File: src/rtl/ddp_arith_pkg.sv
// Shared definitions for the long-integer datapath.
// Holds the sequencer state encoding and the helpers that size digit counters.
package ddp_arith_pkg;

  typedef enum logic [1:0] {
    ST_IDLE = 2'd0,
    ST_CALC = 2'd1,
    ST_DONE = 2'd2
  } state_e;

  function automatic int ceil_div(input int n, input int d);
    return (n + d - 1) / d;
  endfunction

  function automatic int cnt_width(input int ndig);
    return $clog2(ndig + 1);
  endfunction

endpackage

File: src/rtl/word_addsub.sv
// Combinational WORD-bit digit adder.
// The top level supplies b_eff already inverted when it is subtracting.
module word_addsub #(
  parameter int WORD = 64
) (
  input  logic [WORD-1:0] a,
  input  logic [WORD-1:0] b_eff,
  input  logic            cin,
  output logic [WORD-1:0] sum,
  output logic            cout
);

  assign {cout, sum} = {1'b0, a} + {1'b0, b_eff} + {{WORD{1'b0}}, cin};

endmodule

File: src/rtl/mp_addsub.sv
// Word-serial multi-precision adder/subtractor: one WORD-bit digit per cycle,
// LSB digit first, with a registered inter-digit carry.
module mp_addsub
  import ddp_arith_pkg::*;
#(
  parameter int WIDTH = 513,
  parameter int WORD  = 64
) (
  input  logic             clk,
  input  logic             resetn,
  input  logic             start,
  input  logic             subtract,
  input  logic [WIDTH-1:0] in_a,
  input  logic [WIDTH-1:0] in_b,
  output logic [WIDTH:0]   result,
  output logic             done,
  output logic             busy
);

  localparam int NDIG  = ceil_div(WIDTH, WORD);
  localparam int PW    = NDIG * WORD;
  localparam int CNT_W = cnt_width(NDIG);
  localparam logic [CNT_W-1:0] LAST = CNT_W'(NDIG - 1);

  state_e           state_q, state_d;
  logic [CNT_W-1:0] cnt_q, cnt_d;
  logic             carry_q, carry_d;
  logic             sub_q, sub_d;
  logic [PW-1:0]    a_q, a_d;
  logic [PW-1:0]    b_q, b_d;
  logic [PW-1:0]    sum_q, sum_d;
  logic [WIDTH:0]   result_q, result_d;
  logic             done_q, done_d;
  logic             busy_q, busy_d;

  logic [WORD-1:0]  dig_sum;
  logic             dig_cout;
  logic [PW-1:0]    sum_shift;

  word_addsub #(.WORD(WORD)) u_digit (
    .a     (a_q[WORD-1:0]),
    .b_eff (b_q[WORD-1:0]),
    .cin   (carry_q),
    .sum   (dig_sum),
    .cout  (dig_cout)
  );

  assign sum_shift = PW'({dig_sum, sum_q} >> WORD);

  always_comb begin
    state_d  = state_q;
    cnt_d    = cnt_q;
    carry_d  = carry_q;
    sub_d    = sub_q;
    a_d      = a_q;
    b_d      = b_q;
    sum_d    = sum_q;
    result_d = result_q;
    done_d   = 1'b0;
    busy_d   = busy_q;
    case (state_q)
      ST_IDLE, ST_DONE: begin
        if (start) begin
          // Subtraction runs as A + ~B + 1; padding bits of B are inverted too.
          a_d     = PW'(in_a);
          b_d     = subtract ? ~PW'(in_b) : PW'(in_b);
          carry_d = subtract;
          sub_d   = subtract;
          cnt_d   = '0;
          state_d = ST_CALC;
          busy_d  = 1'b1;
        end else begin
          state_d = ST_IDLE;
          busy_d  = 1'b0;
        end
      end
      ST_CALC: begin
        a_d     = a_q >> WORD;
        b_d     = b_q >> WORD;
        carry_d = dig_cout;
        sum_d   = sum_shift;
        cnt_d   = cnt_q + CNT_W'(1);
        if (cnt_q == LAST) begin
          // A + ~B + 1 over PW bits carries an extra 2^PW; flipping the
          // final carry removes it, making bit WIDTH the borrow.
          result_d = (WIDTH + 1)'({dig_cout ^ sub_q, sum_shift});
          state_d  = ST_DONE;
          done_d   = 1'b1;
          busy_d   = 1'b0;
        end
      end
      default: begin
        state_d = ST_IDLE;
        busy_d  = 1'b0;
      end
    endcase
  end

  always_ff @(posedge clk) begin
    if (!resetn) begin
      state_q  <= ST_IDLE;
      cnt_q    <= '0;
      carry_q  <= 1'b0;
      sub_q    <= 1'b0;
      a_q      <= '0;
      b_q      <= '0;
      sum_q    <= '0;
      result_q <= '0;
      done_q   <= 1'b0;
      busy_q   <= 1'b0;
    end else begin
      state_q  <= state_d;
      cnt_q    <= cnt_d;
      carry_q  <= carry_d;
      sub_q    <= sub_d;
      a_q      <= a_d;
      b_q      <= b_d;
      sum_q    <= sum_d;
      result_q <= result_d;
      done_q   <= done_d;
      busy_q   <= busy_d;
    end
  end

  assign result = result_q;
  assign done   = done_q;
  assign busy   = busy_q;

endmodule

File: config.mk
export PLATFORM = sky130hd
export DESIGN_NAME = mp_addsub
export DESIGN_NICKNAME = d
export VERILOG_FILES = /design/src/rtl/ddp_arith_pkg.sv /design/src/rtl/word_addsub.sv /design/src/rtl/mp_addsub.sv
export SDC_FILE = /design/constraint.sdc
export NUM_CORES = 2
export LEC_CHECK = 0
export CORE_AREA = 10 10 593 595
export CTS_CLUSTER_SIZE = 8
export DETAILED_ROUTE_END_ITERATION = 10
export DIE_AREA = 0 0 603 605
export RECOVER_POWER = 50
export SYNTH_ARGS = -nofsm -noshare
export SYNTH_HDL_FRONTEND = slang
export SYNTH_SLANG_ARGS = --single-unit
File: constraint.sdc
create_clock -name clk -period 2.9 [get_ports clk]
set_input_delay 0.87 -clock clk [delete_from_list [all_inputs] [get_ports clk]]
set_output_delay 0.87 -clock clk [all_outputs]
set_load 0.05 [all_outputs]
==> summary.md <==
| Metric | Value |
|---|---|
| Outcome | finished with violations |
| Violated checks | negative setup slack |
| # setup viols final | 65 |
| Dpl ws | -0.5646 ns |
| CP max FO | between 40 and 50 |
| Cells after Synth | 10,520 |
| Post-synth EDFFs | 0 |
| Pin count of the biggest net entering global routing | 137 |
| # DRC | 0 |
| Hpwl dp | 320.5 mm |
| H-tree Lvls | 5 |
| Sw Ratio | 27.51% |
| R2R cell count | 7 |
| Crit Path Class | reg -> reg |
| Commonest non-fill, non-tap cell in the layout | nand2_1 |
| Int Power | between 50 and 60 mW |
| Vias in the first global route | 78,120 |
| Rel. slew slack | under 10% |
| DR pass1 iterations | 8 |
| Gr ovfl total | 0 |
| Final Hold Fails | 0 |
| Async S/R FF share, synth | 0% |
| Die area | roughly 0.36 sq mm |
| Non-Filler Instances | approximately 17,000 |
| Synth Area per Inst | 8.336 sq um |
| RSZ-0062 raised after global routing | yes |
| Combinational fraction of design power | approximately 14% |
| Syn Nets | between 10,000 and 15,000 |
| Leakage power | roughly 49 nW |
| Final period utilization | 104.3% |
| CP arrival | ~3.8 ns |
| Via-per-instance ratio | 4.865 |
| Placed inst area | between 0.1 and 0.15 sq mm |
| CP startpoint kind | flop |
| Die Height | just over 600 um |
| Fin Setup TNS | -5.352 ns |
| Clock transition at path regs | 0.06 ns |
| Io pins | around 1,500 |
| Seq/Total Area, Yosys | approximately 47% |
| Slew Limit Fails | 0 |
| Hold Path End | sum_q[448] |
| Placer Congestion | 0.9266 |
| Netlist cell types | 73 |
| FP Rows | 214 |
| Worst IR Drop VDD | roughly 0.5 mV |
| Slew @ Worst Pin | 1.373 ns |
| DP Cell Count | about 16,000 |
| Total power draw | 73.92 mW |
| Root buffer cell | clkbuf_16 |
| P per Cell Area | roughly 620 mW/mm^2 |
| Crit Reg-Reg Endpoint | a_q[460] |
| Core area | around 0.34 sq mm |
| Final min period | a little over 3 ns |
| Clk sinks | around 2,100 |
| Layout Nets | 13,030 |
| Initial antenna violation count | about 170 |
| Max-cap violations | 0 |
| Clock latency on the worst-skew pair | approximately 0.91 ns |
| First-pass GRT wire length | ~580 mm |
| Number of CTS-inserted buffers | slightly above 300 |
| Ys flop type | dfxtp_1 |
| Hold path cells | 2 |
| Final ANT Viol Nets | 0 |
| HP Start | resetn |
| Most frequent cells in the layout | 2,944 x nand2_1, 2,060 x dfxtp_1, 1,031 x a21boi_0 |
| Via count | approximately 80,000 |
| Clk pwr share | 44.2% |
| Wire length per cell | between 20 and 25 um |
| CP endpoint kind | flop |
| Syn Std Cell Area | approximately 0.088 sq mm |
| Count of state elements after synthesis | around 2,100 |
| Layout cell share with drive strength beyond 1 | about 7.5% |
| Clock Path Buffers | 4 |
| R2r setup slk | -0.13 ns |
| IO buf count | between 1,500 and 2,000 |
| CTS tree | yes |
| Yosys warns | 0 |
| 1st-iter DRT viols | about 6,600 |
| Critical path required time | roughly 3.7 ns |
| Die Wd | around 600 um |
| Final instance area | between 0.1 and 0.15 sq mm |
| Initial Util | 25.84% |
| P&R area growth vs syn | 34.94% |
| HP Class | in -> reg |
| Detailed-route wire length | 414.4 mm |
| Achievable frequency | roughly 330 MHz |
| Sequential share of power | about 42% |
| Switching power | 20.34 mW |
| All-Layer GR Usage | around a fifth |
| Filler cell count | ~36,000 |
| Final WS setup | -0.1258 ns |
| RR Startpoint | state_q[0] |
| Worst Clk Skew | around 0.048 ns |
state kept, by name, indices dropped and copies added, names as in the netlist:
name and count:
b_q 514, result 514, a_q 513, sum_q 512, cnt_q 4, state_q 2, busy 1, carry_q 1
done 1
metrics by stage:
step                hold slack, ns  utilization [%]
finish                      0.4244            34.87
global route                0.3716            34.85
CTS                         0.3312            34.93
detailed placement          0.4550            32.59
global placement            0.4477            32.59
floorplan                   0.4390                -
kinds of logic after synthesis:
family                     after synthesis  share of synthesized area (%)
AOI/OAI and AO/OA                     2350                          21.69
xor gates and xnor gates               563                          5.624
adders and majority gates               67                         0.9733
buffers and inverters                  939                          4.027
DFF                                   2062                          47.08
muxes                                    1                        0.01142
and+or+nand+nor                       4536                          20.60
worst max path at each step:
| stage | start | end | slack [ns] | cells after the start |
|---|---|---|---|---|
| final | state_q[0] | a_q[460] | -0.13 | 7 |
| after global routing | carry_q | sum_q[572] | -0.19 | 13 |
| after CTS | carry_q | sum_q[572] | -0.06 | 13 |
| after detailed placement | carry_q | sum_q[570] | -0.56 | 13 |
| after global placement | carry_q | sum_q[570] | -0.58 | 13 |
| after floorplan | carry_q | sum_q[574] | 0.11 | 12 |
metal layers:
metal / vias up / wire [um] / global-route usage (%)
met5: - / 414 / 0
met1: 38880 / 161700 / 24.45
met4: 66 / 23720 / 11.51
li1: 38540 / - / -
met2: 2587 / 203100 / 36.89
met3: 761 / 25440 / 4.719
cells in the mapped netlist, drive strengths merged, types with 8 or more instances:
library cell | instances | area share [%]
and3 | 8 | 0.057
clkbuf | 870 | 3.7
inv | 18 | 0.077
and2 | 32 | 0.23
a31oi | 9 | 0.064
nand4 | 23 | 0.16
xor2 | 536 | 5.4
nand2 | 2945 | 13
dfxtp | 2062 | 47
buf | 51 | 0.22
nor2b | 69 | 0.49
o21bai | 11 | 0.094
a22oi | 130 | 1.1
a21o | 31 | 0.27
o221ai | 449 | 4.5
a21boi | 1033 | 8.8
ha | 65 | 0.93
o21ai | 82 | 0.48
a211oi | 8 | 0.074
xnor2 | 27 | 0.27
a21oi | 85 | 0.49
nand3 | 470 | 2.7
nor2 | 947 | 4.1
o211a | 455 | 5.2
nor3 | 18 | 0.12
repair_timing:
item | in CTS | in global routing
pin swaps | 13 | 18
buffers inserted | 3 | 4
resized for setup | 512 | 26
hold buffers | 0 | 0
endpoints found under the setup margin | 521 | 30
critical path: stages, from the launching register on:
cell	delay (ns)
dfxtp_1	0.38
nor2b_1	0.21
buf_12	0.19
nor2_2	1.04
clkbuf_4	0.62
buf_12	0.21
a22oi_1	0.08
nor2b_1	0.12
cell type report:
type	instances	area [sq um]	area share, %
Clock inverter	29	529.3	0.4473
Sequential cell	2062	41280	34.89
Inverter	18	67.56	0.05711
Tap cell	4536	5675	4.797
Timing Repair Buffer	2029	19540	16.51
Clock buffer	327	7870	6.652
Antenna cell	96	240.2	0.2030
Multi-Input combinational cell	7517	43110	36.44
power groups by stage:
| stage | clock network (mW) | logic (mW) | registers, mW |
|---|---|---|---|
| 6_report | 32.7 | 10.1 | 31.2 |
| 4_1_cts | 33.4 | 10.2 | 31.2 |
| 5_1_grt | 34.4 | 11.0 | 31.3 |
| 3_3_place_gp | 0 | 10.1 | 31.7 |
| 2_1_floorplan | 0 | 5.52 | 31.0 |
| 3_5_place_dp | 0 | 10.2 | 31.8 |
No activity file was read; power rests on OpenSTA's default activity.
